`src/rtl/lock_ctrl_multi.sv`:
```
// lock_ctrl_multi: keypad door lock with a multi-entry PIN table, digit
// timeout, failed-attempt lockout, timed relock and door-ajar alarm.
// Optional feature macro: ESCALATING_LOCKOUT_EN -- when defined, each entry
// into LOCKOUT doubles the following lockout duration (level saturates at 4);
// when undefined, the lockout duration is fixed.
// Key interface: key_valid is a one-cycle strobe qualifying key_code. There is
// no back-pressure; strobes arriving outside IDLE are dropped.
// botao_interno is assumed synchronous to clk (edge-detected, not synchronised).
module lock_ctrl_multi #(
  parameter int CLK_FREQ_HZ     = 1000,
  parameter int PIN_DIGITS      = 4,
  parameter int NUM_PINS        = 4,
  parameter int MAX_FAILS       = 3,
  parameter int LOCK_BASE_S     = 10,
  parameter int DIGIT_TIMEOUT_S = 5,
  localparam int IDX_W          = (NUM_PINS > 1) ? $clog2(NUM_PINS) : 1,
  localparam int PIN_W          = 4 * PIN_DIGITS
) (
  input  logic             clk,
  input  logic             rst,
  input  logic             sensor_de_contato,
  input  logic             botao_interno,
  input  logic             key_valid,
  input  logic [3:0]       key_code,
  input  logic             cfg_we,
  input  logic [IDX_W-1:0] cfg_idx,
  input  logic [PIN_W-1:0] cfg_pin,
  input  logic             cfg_en,
  input  logic [7:0]       relock_time,
  input  logic [7:0]       bip_time,
  input  logic             bip_status,
  output logic             tranca,
  output logic             bip,
  output logic [PIN_W-1:0] bcd_out,
  output logic             bcd_enable,
  output logic             locked_out,
  output logic [IDX_W-1:0] match_idx,
  output logic [2:0]       dbg_state_o
);

  typedef enum logic [2:0] {
    S_IDLE        = 3'd0,
    S_CHECK       = 3'd1,
    S_OPEN_CLOSED = 3'd2,
    S_OPEN_AJAR   = 3'd3,
    S_LOCKOUT     = 3'd4
  } state_t;

  // One shared timer serves the idle, relock, bip and lockout counts: those
  // uses belong to mutually exclusive states and the timer is zeroed on every
  // transition between them. It must hold the longest of those counts.
  localparam longint unsigned CLK_L      = longint'(CLK_FREQ_HZ);
  localparam longint unsigned LOCK_CYC   = longint'(LOCK_BASE_S) * CLK_L;
  localparam longint unsigned LOCK_MAX   = LOCK_CYC << 4;
  localparam longint unsigned RELOCK_MAX = 255 * CLK_L;
  localparam longint unsigned TO_CYC     = longint'(DIGIT_TIMEOUT_S) * CLK_L;
  localparam longint unsigned MAX_A      = (LOCK_MAX > RELOCK_MAX) ? LOCK_MAX : RELOCK_MAX;
  localparam longint unsigned MAX_CNT    = (MAX_A > TO_CYC) ? MAX_A : TO_CYC;
  localparam int CNT_W  = $clog2(MAX_CNT + 1);
  localparam int FAIL_W = $clog2(MAX_FAILS + 1);
  localparam int DCNT_W = $clog2(PIN_DIGITS + 1);

  state_t              state_q, state_d;
  logic [PIN_W-1:0]    buf_q, buf_d;
  logic [DCNT_W-1:0]   cnt_q, cnt_d;
  logic [CNT_W-1:0]    tmr_q, tmr_d;
  logic [FAIL_W-1:0]   fails_q, fails_d;
  logic [2:0]          lvl_q, lvl_d;
  logic [2:0]          shift_q, shift_d;
  logic [IDX_W-1:0]    midx_q, midx_d;
  logic                btn_q;
  logic [PIN_W-1:0]    bcd_q, bcd_d;
  logic                bcd_en_q, bcd_en_d;
  logic [PIN_W-1:0]    pin_q [NUM_PINS];
  logic [NUM_PINS-1:0] en_q;

  logic                btn_rise;
  logic                hit;
  logic [IDX_W-1:0]    hit_idx;
  logic [CNT_W:0]      tmr_nx, relock_lim, idle_lim, lock_lim;
  logic [CNT_W-1:0]    bip_lim;
  logic [FAIL_W-1:0]   fails_nx;

  assign btn_rise   = botao_interno & ~btn_q;
  assign tmr_nx     = {1'b0, tmr_q} + (CNT_W+1)'(1);
  assign relock_lim = {1'b0, CNT_W'(relock_time) * CNT_W'(CLK_FREQ_HZ)};
  assign bip_lim    = CNT_W'(bip_time) * CNT_W'(CLK_FREQ_HZ);
  assign idle_lim   = (CNT_W+1)'(TO_CYC);
  assign lock_lim   = {1'b0, CNT_W'(LOCK_CYC) << shift_q};
  assign fails_nx   = fails_q + FAIL_W'(1);

  // Parallel compare of the entry buffer against every enabled entry; the
  // downward scan leaves the lowest matching index.
  always_comb begin
    hit     = 1'b0;
    hit_idx = '0;
    for (int i = NUM_PINS - 1; i >= 0; i--) begin
      if (en_q[i] && (pin_q[i] == buf_q)) begin
        hit     = 1'b1;
        hit_idx = IDX_W'(i);
      end
    end
  end

  // Next-state and datapath updates for the lock FSM.
  always_comb begin
    state_d = state_q;
    buf_d   = buf_q;
    cnt_d   = cnt_q;
    tmr_d   = tmr_q;
    fails_d = fails_q;
    lvl_d   = lvl_q;
    shift_d = shift_q;
    midx_d  = midx_q;
    case (state_q)
      S_IDLE: begin
        if (btn_rise) begin
          state_d = S_OPEN_CLOSED;
          tmr_d   = '0;
          buf_d   = '0;
          cnt_d   = '0;
        end else if (key_valid) begin
          tmr_d = '0;
          if (key_code <= 4'd9) begin
            buf_d = {buf_q[PIN_W-5:0], key_code};
            cnt_d = cnt_q + DCNT_W'(1);
            if (cnt_d == DCNT_W'(PIN_DIGITS)) state_d = S_CHECK;
          end else if (key_code == 4'hE) begin
            buf_d = '0;
            cnt_d = '0;
          end
        end else if (cnt_q != '0) begin
          // Abandoned partial entry: drop it silently, no failure counted.
          if (tmr_nx >= idle_lim) begin
            buf_d = '0;
            cnt_d = '0;
            tmr_d = '0;
          end else begin
            tmr_d = tmr_nx[CNT_W-1:0];
          end
        end
      end
      S_CHECK: begin
        buf_d = '0;
        cnt_d = '0;
        tmr_d = '0;
        if (hit) begin
          midx_d  = hit_idx;
          fails_d = '0;
          lvl_d   = '0;
          state_d = S_OPEN_CLOSED;
        end else if (fails_nx >= FAIL_W'(MAX_FAILS)) begin
          fails_d = fails_nx;
          shift_d = lvl_q;
`ifdef ESCALATING_LOCKOUT_EN
          lvl_d   = (lvl_q < 3'd4) ? lvl_q + 3'd1 : lvl_q;
`else
          lvl_d   = lvl_q;
`endif
          state_d = S_LOCKOUT;
        end else begin
          fails_d = fails_nx;
          state_d = S_IDLE;
        end
      end
      S_OPEN_CLOSED: begin
        // An opening door wins over a relock in the same cycle.
        if (!sensor_de_contato) begin
          state_d = S_OPEN_AJAR;
          tmr_d   = '0;
        end else if (btn_rise || (tmr_nx >= relock_lim)) begin
          state_d = S_IDLE;
          tmr_d   = '0;
        end else begin
          tmr_d = tmr_nx[CNT_W-1:0];
        end
      end
      S_OPEN_AJAR: begin
        if (sensor_de_contato) begin
          state_d = S_OPEN_CLOSED;
          tmr_d   = '0;
        end else if (tmr_q < bip_lim) begin
          tmr_d = tmr_nx[CNT_W-1:0];
        end
      end
      S_LOCKOUT: begin
        if (btn_rise) begin
          state_d = S_OPEN_CLOSED;
          fails_d = '0;
          tmr_d   = '0;
        end else if (tmr_nx >= lock_lim) begin
          state_d = S_IDLE;
          fails_d = '0;
          tmr_d   = '0;
        end else begin
          tmr_d = tmr_nx[CNT_W-1:0];
        end
      end
      default: begin
        state_d = S_IDLE;
        tmr_d   = '0;
      end
    endcase
  end

  // Display image derived from next-state values so it lines up with state_q.
  always_comb begin
    bcd_d    = '1;
    bcd_en_d = 1'b0;
    if (state_d == S_IDLE) begin
      bcd_en_d = 1'b1;
      for (int i = 0; i < PIN_DIGITS; i++) begin
        if (DCNT_W'(i) < cnt_d) bcd_d[4*i +: 4] = buf_d[4*i +: 4];
      end
    end else if (state_d == S_LOCKOUT) begin
      bcd_en_d = 1'b1;
      bcd_d    = {PIN_DIGITS{4'hC}};
    end
  end

  // FSM state, counters and registered display outputs.
  always_ff @(posedge clk or negedge rst) begin
    if (!rst) begin
      state_q  <= S_IDLE;
      buf_q    <= '0;
      cnt_q    <= '0;
      tmr_q    <= '0;
      fails_q  <= '0;
      lvl_q    <= '0;
      shift_q  <= '0;
      midx_q   <= '0;
      btn_q    <= 1'b0;
      bcd_q    <= '1;
      bcd_en_q <= 1'b0;
    end else begin
      state_q  <= state_d;
      buf_q    <= buf_d;
      cnt_q    <= cnt_d;
      tmr_q    <= tmr_d;
      fails_q  <= fails_d;
      lvl_q    <= lvl_d;
      shift_q  <= shift_d;
      midx_q   <= midx_d;
      btn_q    <= botao_interno;
      bcd_q    <= bcd_d;
      bcd_en_q <= bcd_en_d;
    end
  end

  // PIN table: entry 0 = all zeros enabled after reset, writable in any state.
  always_ff @(posedge clk or negedge rst) begin
    if (!rst) begin
      for (int i = 0; i < NUM_PINS; i++) pin_q[i] <= '0;
      en_q <= NUM_PINS'(1);
    end else if (cfg_we && (int'(cfg_idx) < NUM_PINS)) begin
      pin_q[cfg_idx] <= cfg_pin;
      en_q[cfg_idx]  <= cfg_en;
    end
  end

  assign tranca      = !((state_q == S_OPEN_CLOSED) || (state_q == S_OPEN_AJAR));
  assign locked_out  = (state_q == S_LOCKOUT);
  assign bip         = (state_q == S_OPEN_AJAR) && (tmr_q >= bip_lim) && bip_status;
  assign bcd_out     = bcd_q;
  assign bcd_enable  = bcd_en_q;
  assign match_idx   = midx_q;
  assign dbg_state_o = state_q;

endmodule
```
`config.mk`:
```
export PLATFORM = sky130hd
export DESIGN_NAME = lock_ctrl_multi
export DESIGN_NICKNAME = d
export VERILOG_FILES = /design/src/rtl/lock_ctrl_multi.sv
export SDC_FILE = /design/constraint.sdc
export NUM_CORES = 1
export LEC_CHECK = 0
export ABC_AREA = 1
export CELL_PAD_IN_SITES_DETAIL_PLACEMENT = 1
export CELL_PAD_IN_SITES_GLOBAL_PLACEMENT = 2
export CORE_ASPECT_RATIO = 0.9
export CORE_MARGIN = 3
export CORE_UTILIZATION = 33
export DETAILED_ROUTE_END_ITERATION = 6
export PLACE_DENSITY_LB_ADDON = 0.2
export SLEW_MARGIN = 25
export SYNTH_ARGS = -nofsm -noshare
export SYNTH_HDL_FRONTEND = slang
export SYNTH_SLANG_ARGS = --single-unit
```
`constraint.sdc`:
```
create_clock -name clk -period 11.2 [get_ports clk]
set_input_delay 3.36 -clock clk [delete_from_list [all_inputs] [get_ports clk]]
set_output_delay 3.36 -clock clk [all_outputs]
set_load 0.01 [all_outputs]
```
Word-level counts from Yosys, hierarchy flattened

Cells that the tools add are included.

Register bits after elaboration: 130
Input port bits: 46
Output and inout bits: 25
Logic and storage cells: 132

Bitwise logic cells: 3
$add $sub $neg: 3
Reduce and logical (&&, ||, !) cells: 18
Equal/unequal tests: 14
Mux-type cells: 63
Multiply operators: 2
Order comparisons: 15

Operator list:

| operator                                                                | number |
|---|---|
| 18-bit two-way mux                                                      | 10 |
| 16-bit two-way mux                                                      | 8 |
| 18-bit one-hot mux with 4 select lines                                  | 1 |
| 64-bit bitwise mux                                                      | 1 |
| 16-bit equality test                                                    | 4 |
| 3-bit two-way mux                                                       | 17 |
| 16-bit demux with 2-bit select                                          | 1 |
| 16-bit one-hot mux with 2 select lines                                  | 1 |
| 8-bit by 7-bit multiplier with 15-bit output, second input constant     | 2 |
| 18-bit by 1-bit adder with 19-bit output, second input constant         | 1 |
| 19-bit by 13-bit >= comparator with 1-bit output, second input constant | 1 |
| 19-bit by 14-bit >= comparator with 1-bit output, second input constant | 1 |
| 19-bit by 18-bit >= comparator with 1-bit output                        | 1 |
| 18-bit >= comparator                                                    | 1 |
| 18-bit < comparator                                                     | 1 |
| 4-bit two-way mux                                                       | 4 |
| 3-bit one-hot mux with 5 select lines                                   | 1 |
| 14-bit two-way mux                                                      | 1 |
| 2-bit two-way mux                                                       | 7 |
| 3-bit equality test, second input constant                              | 3 |
| 1-bit logical AND                                                       | 8 |
| 1-bit two-way mux                                                       | 7 |
| 3-bit by 2-bit equality test with 1-bit output, second input constant   | 2 |
| 3-bit zero test                                                         | 2 |
| 27 further kinds                                                        | 32 |

Logic depth before layout (Yosys ltp)

Gate-level depths: netlist of the first run.

Depth in word-level cells: 11
Depth in mapped cells: 29
Mapped depth without buffers: 29

Worst setup path before layout of the first run

No wires, ideal clock.

Kind: in2out
Start point: input bip_time[0]
End point: output bip
Arrival: 7739 ps
Data required time: 7840 ps
Path buffers: 0
Setup slack: 101 ps
Cell stages on the path: 23
Cells stage by stage: fa_1 inv_1 fa_1 fa_1 inv_1 fa_1 ha_1 nand2_1 o21ai_0 a21oi_1 o21bai_1 a21oi_1 o21ai_0 nand2_1 nand2_1 a21oi_1 xor2_1 ha_1 nand2_1 o21ai_0 o21bai_1 o211ai_1 inv_1

Longest elaborated chain between the ends: 4

Ends and longest elaborated chain:

| item                                         | RTL line | text |
|---|---|---|
| from (decl)                                  | 30       | `input logic [7:0] bip_time,` |
| 8-bit by 7-bit multiplier with 15-bit output | 87       | `assign bip_lim = CNT_W'(bip_time) * CNT_W'(CLK_FREQ_HZ);` |
| 18-bit >= comparator                         | 263      | `assign bip = (state_q == S_OPEN_AJAR) && (tmr_q >= bip_lim) && bip_status;` |
| 1-bit logical AND (2 in series)              | 263      |  |
| to (decl)                                    | 33       | `output logic bip,` |

No other way between the ends.

Worst setup path in the final report of the first run

Start point: input bip_time[2]
End point: output bip

The elaborated chain is that of the path after synthesis.

==> results of run 1 <==
where the power goes:
| part | total (mW) | switching [mW] | internal (mW) |
|---|---|---|---|
| clock | 0.649 | 0.233 | 0.416 |
| sequential | 0.698 | 0.110 | 0.587 |
| combinational | 1.43 | 0.819 | 0.612 |
metrics by stage:
step                cell area, µm²  std cells  util, %  setup slack, ns  hold WS, ns
global route                 12600       1844     40.8           -0.533        0.520
finish                       12600       1844     40.8           -0.178        0.486
global placement             11800       1804     38.0            -1.03        0.469
floorplan                    10400       1317        -            0.101        0.453
CTS                          12600       1843     40.7           -0.241        0.491
detailed placement           11800       1804     38.0            -1.16        0.475
cells in the mapped netlist, drive strengths merged, types with 3 or more instances:
library cell / n / area share, %
fa: 43 / 8.3
xnor2: 14 / 1.4
dfstp: 17 / 4.3
xor2: 33 / 2.8
clkbuf: 19 / 0.68
o22ai: 8 / 0.48
nand2: 343 / 13
ha: 111 / 13
o21bai: 8 / 0.58
a21oi: 46 / 2.2
or2: 14 / 0.84
nor3: 14 / 0.72
nor2: 89 / 3.8
dfrtp: 113 / 27
nand4: 36 / 2.2
o21ai: 130 / 6.3
buf: 11 / 0.64
o211ai: 3 / 0.35
nor4: 3 / 0.18
inv: 196 / 7.1
nand3: 36 / 1.8
clkinv: 3 / 0.11
nand3b: 5 / 0.36
a22oi: 10 / 0.72
worst reg2reg max path, stage by stage (launching register included):
cell      delay, ns
dfrtp_1        0.47
ha_1           0.35
a21oi_1        0.14
o21ai_0        0.10
a21o_1         0.17
a21oi_1        0.14
o21ai_0        0.12
buf_4          0.15
a21oi_1        0.22
o21bai_4       0.08
buf_4          0.14
nand2_1        0.56
nand2_2        0.46
nor2_1         0.23
nand2_1        0.07
nand2_1        0.08
timing repair:
| item | 4_1_cts | 5_1_grt |
|---|---|---|
| setup buffers | 7 | 1 |
| resized for setup | 44 | 7 |
| endpoints found under the setup margin | 1 | 1 |
| pin swaps | 29 | 7 |
| hold endpoints to repair | 0 | 0 |
cell type report:
| class | count | area, µm² | area share (%) |
|---|---|---|---|
| clock buffers | 22 | 474 | 3.75 |
| clock inverters | 10 | 193 | 1.52 |
| inverters | 199 | 747 | 5.91 |
| multi-input cells | 958 | 6390 | 50.6 |
| flip-flops and latches | 130 | 3270 | 25.9 |
| well taps | 409 | 512 | 4.05 |
| repair buffers | 116 | 1050 | 8.30 |
flip-flops by register name, summed over array words and instances, names as in the netlist:
signal	flops
buf_q	16
dbg_state_o	3
tmr_q	18
fails_q	2
bcd_enable	1
bcd_out	16
en_q	4
match_idx	2
cnt_q	3
btn_q	1
pin_q	64
cell families (layout without fill, tap and decap cells):
| group | count (synthesis) | in the layout | share of synthesized area [%] |
|---|---|---|---|
| XOR/XNOR | 47 | 47 | 4.13 |
| AND/OR/NAND/NOR | 546 | 546 | 23.2 |
| AO/OA/AOI/OAI | 211 | 211 | 11.1 |
| buffers and inverters | 229 | 347 | 8.49 |
| flip-flops | 130 | 130 | 31.4 |
| adder cells (fa/ha/maj) | 154 | 154 | 21.6 |
metal layers:
layer / global-route usage, % / share of wire, %
met5: 0 / 0
met3: 2.33 / 1.5
met2: 32.9 / 50
met4: 3.98 / 1.4
met1: 25.2 / 47
worst min-delay path by stage:
stage,from,endpoint,depth (start not counted)
after floorplan,en_q[2]$_DFFE_PN0P_,en_q[2]$_DFFE_PN0P_,2
after global placement,en_q[2]$_DFFE_PN0P_,en_q[2]$_DFFE_PN0P_,2
after detailed placement,pin_q[15]$_DFFE_PN0P_,pin_q[15]$_DFFE_PN0P_,2
after CTS,pin_q[15]$_DFFE_PN0P_,pin_q[15]$_DFFE_PN0P_,2
after global routing,en_q[0]$_DFFE_PN1P_,en_q[0]$_DFFE_PN1P_,2
final,pin_q[22]$_DFFE_PN0P_,pin_q[22]$_DFFE_PN0P_,2
==> impl_results.md, run 1 <==
* Unrepaired setup endpoints after global routing: true
* Die ar. at 0.0337 mm²
* Reg2reg end: tmr_q[3]$_DFFE_PN0P_
* Endpoints failing hold at 0
* Setup TNS at -0.178 ns
* Crit start category: primary input
* Via Count at a little under 9000
* Post-route setup slack at -0.178 ns
* PD cells at roughly 220 mW/mm²
* Period utilization at 102%
* Worst clock skew at 0.0105 ns
* Mapped Cells at between 1000 and 1500
* P&R area growth vs syn at 21.4%
* Total GRT Usage at 18.8%
* P_leak at roughly 6.4 nW
* Layout cell share with drive strength beyond 1 at between 10% and 20%
* Hold buffer count at CTS at 0
* Status: finished, violations left
* Crit path DAT at roughly 8.0 ns
* Post-layout min period at roughly 11 ns
* Die X at roughly 190 µm
* Core area at 0.0310 mm²
* Pins Over Slew Limit at 0
* Sequential share of the synthesized area at between 30% and 40%
* Stages on the worst setup path at 24
* Vias in the first global route at 9664
* Grt total ovfl at 0
* Top FF cell, synth: dfrtp_1
* Worst hold-check path type: reg2reg
* Crit path launch: bip_time[2]
* Yosys reg bits at 130
* Final WL at between 30 and 40 mm
* Cell Area, Synth at between 0.01 and 0.015 mm²
* Die Ht at ~170 µm
* WP data required at roughly 8 ns
* Reg2Reg Depth at 15
* Most common cell after layout, fill and taps aside: nand2_1
* Crit-path cells: buf_6 > fa_1 > inv_1 > fa_1 > fa_1 > inv_2 > fa_1 > ha_4 > nand2_2 > o21ai_2 > a21oi_1 > o21bai_1 > a21oi_1 > o21ai_1 > nand2_1 > nand2_1 > a21oi_2 > xor2_1 > ha_1 > nand4_1 > nor3b_2 > o211ai_1 > inv_1 > buf_2
* Buf/Inv on CP at 5
* H-Tree Depth at 4
* First-pass detailed-route iteration total at 4
* HPWL after DPL at 23.6 mm
* RePlAce Congestion at between 0.7 and 0.8
* CP Capture Type: output pin
* Syn_area_per_cell at 7.91 µm²
* DRT iter0 DRCs at 325
* Crit-path max cell delay at 0.56 ns
* Peak fanout along the critical path at 4
* Post-synth EDFFs at 0
* Via density per instance at ~4.8
* Critical path's top delay family: adder cells
* CTS clk-pin slew, worst paths at around 0.060 ns
* Initial antenna violation count at 0
* Root buf cell: clkbuf_16
* Clk Latency, worst-skew pair at ~0.43 ns
* Wire per inst at approximately 17 µm
* Detail Route Antenna Nets at 0
* # diodes at 0
* Worst Tran Pin Value at a little under 1 ns
* Syn. warnings at 0
* Worst Setup EP: bip
* Max cap viols at 0
* CP Class: in2out
* Post-Syn Nets at 1517
* Slowest stage cell, crit path: fa_1
* First-pass GRT wire length at ~52 mm
* Row cnt at just over 60
* Input/output buffers at 70
* Cts bufs inserted at 17
* Largest net degree at the start of global routing at 67
* Reg2Reg Setup Slack at approximately 7.7 ns
* Clk sinks at 130
* VDD IR max at 109 µV
* Failing checks: negative setup slack
* Library cells used by synthesis at 49
* CTS max path bufs at 2
* Initial Util at 33.6%
* Fillers at between 3000 and 4000
* Reg2reg start: tmr_q[5]$_DFFE_PN0P_
* FMAX at between 80 and 90 MHz
* Remaining DRCs at 0
* Most frequent cells in the layout: 322 x nand2_1, 192 x inv_1, 123 x o21ai_0
* TritonCTS clock tree: built
* Most frequent CP cell: fa_1
* Async S/R FF share, synth at 100%
* Final setup fails at 1
* Relative slew slack at 34.1%
* Pwr Total at between 2 and 3 mW
* Top Ports at 71
* Final nets at 1622
(Power assumes the default switching activity.)
==> run 2: changes to the inputs <==
CORE_UTILIZATION = 30   (was 33)
==> run 2 against run 1 <==
Compared with the run above: clock-buffer cell count down 3; via count down 0.93%; cell area down 0.50%; sequential share of layout area up 0.13 points; the run still ends with negative setup slack left; largest cell class unchanged; clock power down 10%; flip-flop and latch count unchanged; non-clock buffer count down 4; routed wire length up 1.3%; fmax down 0.86%; combinational power about the same; clock skew up 0.0083 ns; utilization down 3.9 points.
==> impl_results.md, run 2 (same netlist as run 1, synthesis figures left out) <==
* RePlAce Congestion at a little under 0.8
* Largest net degree at the start of global routing at 67
* Post-Layout Cell Count at 1893
* Regs by FF count: pin_q: 64 flops, tmr_q: 18 flops
* Via density per instance at 4.66
* Met3 Use GR at around 2.3%
* Clk sinks at 130
* GRT met1 Usage at between 20% and 30%
* Layout cell share with drive strength beyond 1 at 11.0%
* Hold path cells at 2
* Worst clock skew at about 0.019 ns
* Initial Util at between 30% and 40%
* First-pass detailed-route iteration total at 4
* FMAX at about 87 MHz
* Die ar. at 0.0370 mm²
* Placed cell area at between 0.01 and 0.015 mm²
* Setup WS pre-CTS at -1.14 ns
* Die Ht at 183 µm
* VDD IR max at 116 µV
* WP data required at 7.84 ns
* Grt total ovfl at 0
* Reg2Reg Depth at 14
* Total GRT Usage at between 10% and 20%
* Unrepaired setup endpoints after global routing: true
* Cts bufs inserted at 17
* CTS max path bufs at 2
* Post-route setup slack at -0.277 ns
* Relative slew slack at between 30% and 40%
* Clk Latency, worst-skew pair at 0.43 ns
* CP Capture Type: output pin
* Failing checks: negative setup slack
* Crit path DAT at just over 8 ns
* Reg2reg end: tmr_q[3]$_DFFE_PN0P_
* Most common cell after layout, fill and taps aside: nand2_1
* PD cells at approximately 210 mW/mm²
* Pwr Total at about 2.7 mW
* Initial antenna violation count at 0
* Worst hold-check path type: reg2reg
* Final setup fails at 1
* Die X at between 200 and 250 µm
* Final nets at ~1600
* Period utilization at 102%
* Peak fanout along the critical path at 3
* GRT Max-Usage Layer: met2
* Top Ports at just over 70
* CTS clk-pin slew, worst paths at around 0.070 ns
* P&R area growth vs syn at 20.8%
* Via Count at 8824
* Reg2reg start: tmr_q[5]$_DFFE_PN0P_
* Design area at around 0.013 mm²
* CP Class: in2out
* H-Tree Depth at 4
* Max cap viols at 0
* Most frequent cells in the layout: 323 x nand2_1, 194 x inv_1, 124 x o21ai_0
* Vias in the first global route at around 9500
* Final WL at a little over 30 mm
* Post-layout min period at between 10 and 15 ns
* Max FFs per register at 64
* Crit start category: primary input
* Remaining DRCs at 0
* First-pass GRT wire length at between 50 and 60 mm
* HPWL after DPL at about 24 mm
* Hold endpoint: en_q[2]$_DFFE_PN0P_
* TritonCTS clock tree: built
* Worst Tran Pin Value at between 0.9 and 1 ns
* Pins Over Slew Limit at 0
* Row cnt at 64
* DRT iter0 DRCs at around 380
* # diodes at 0
* Reg2Reg Setup Slack at ~7.7 ns
* Wire per inst at roughly 16 µm
* Hold buffer count at CTS at 0
* Met2 Use GR at roughly 31%
* Endpoints failing hold at 0
* Input/output buffers at 70
* Most flops, register: pin_q
* Core area at around 0.034 mm²
* Inst Count DP at around 1900
* Hold Path Origin: en_q[2]$_DFFE_PN0P_
* Detail Route Antenna Nets at 0
* P_leak at approximately 6.3 nW
* Status: finished, violations left
* Root buf cell: clkbuf_16
run 2: changes by cell type in the layout (fill, tap and decap cells not counted), moves of 2 or more:
cell and delta:
buf_4 -4, bufinv_16 -3, clkbuf_8 -2, clkinv_4 +3, clkinvlp_4 +2, inv_1 +2, inv_2 -2
run 2: critical path, cell delays in order:
cell and delay, ns:
buf_6 0.10, fa_1 0.57, inv_1 0.07, fa_1 0.47, fa_1 0.50, inv_1 0.05, fa_1 0.48, ha_4 0.30
buf_6 0.09, inv_2 0.03, nor3_2 0.10, nand2_1 0.07, o211ai_1 0.12, nand2_1 0.08, nand2_1 0.08, nand2_1 0.06
nand2_1 0.08, a21oi_1 0.07, nor2_1 0.10, nor2_1 0.06, xnor2_1 0.12, ha_1 0.34, buf_4 0.12, nand4_1 0.17
o21bai_4 0.19, o211ai_1 0.11, inv_1 0.10, buf_2 0.13
run 2: report_power, final:
group,switching (mW),leakage (nW),internal (mW)
clock network,0.244,0.282,0.338
registers,0.113,1.62,0.587
logic,0.811,4.41,0.604
run 2: worst max path at each step:
stage	from	to	slack [ns]
after floorplan	bip_time[0]	bip	0.10
after global placement	bip_time[0]	bip	-1.07
after detailed placement	bip_time[0]	bip	-1.14
after CTS	bip_time[0]	bip	-0.28
after global routing	bip_time[4]	bip	-0.63
final	bip_time[0]	bip	-0.28
run 2: cell type report:
cell class                 instances  area, µm²
fill                            4159      21500
inverter                         199        747
tap                              462        578
sequential                       130       3270
timing repair buffer             112       1010
clock inverter                    13        151
clock buffer                      19        443
multi-input combinational        958       6370
run 2: through the flow:
step / utilization (%) / hold WS (ns) / TNS [ns]
6_report: 36.9 / 0.488 / -0.277
3_3_place_gp: 34.7 / 0.471 / -1.07
2_1_floorplan: - / 0.453 / 0
3_5_place_dp: 34.7 / 0.474 / -1.14
4_1_cts: 36.9 / 0.492 / -0.277
5_1_grt: 36.9 / 0.526 / -0.634
run 2: layer usage:
layer / routed length (µm) / vias to the layer above
met5: 0 / -
met4: 276 / 0
met3: 560 / 18
met2: 15200 / 72
met1: 15100 / 4278
li1: - / 4456
run 2: repair_timing:
action / 4_1_cts / 5_1_grt
buffers inserted: 6 / 0
pin swaps: 32 / 0
setup endpoints to repair: 1 / 1
gates resized for setup: 44 / 0
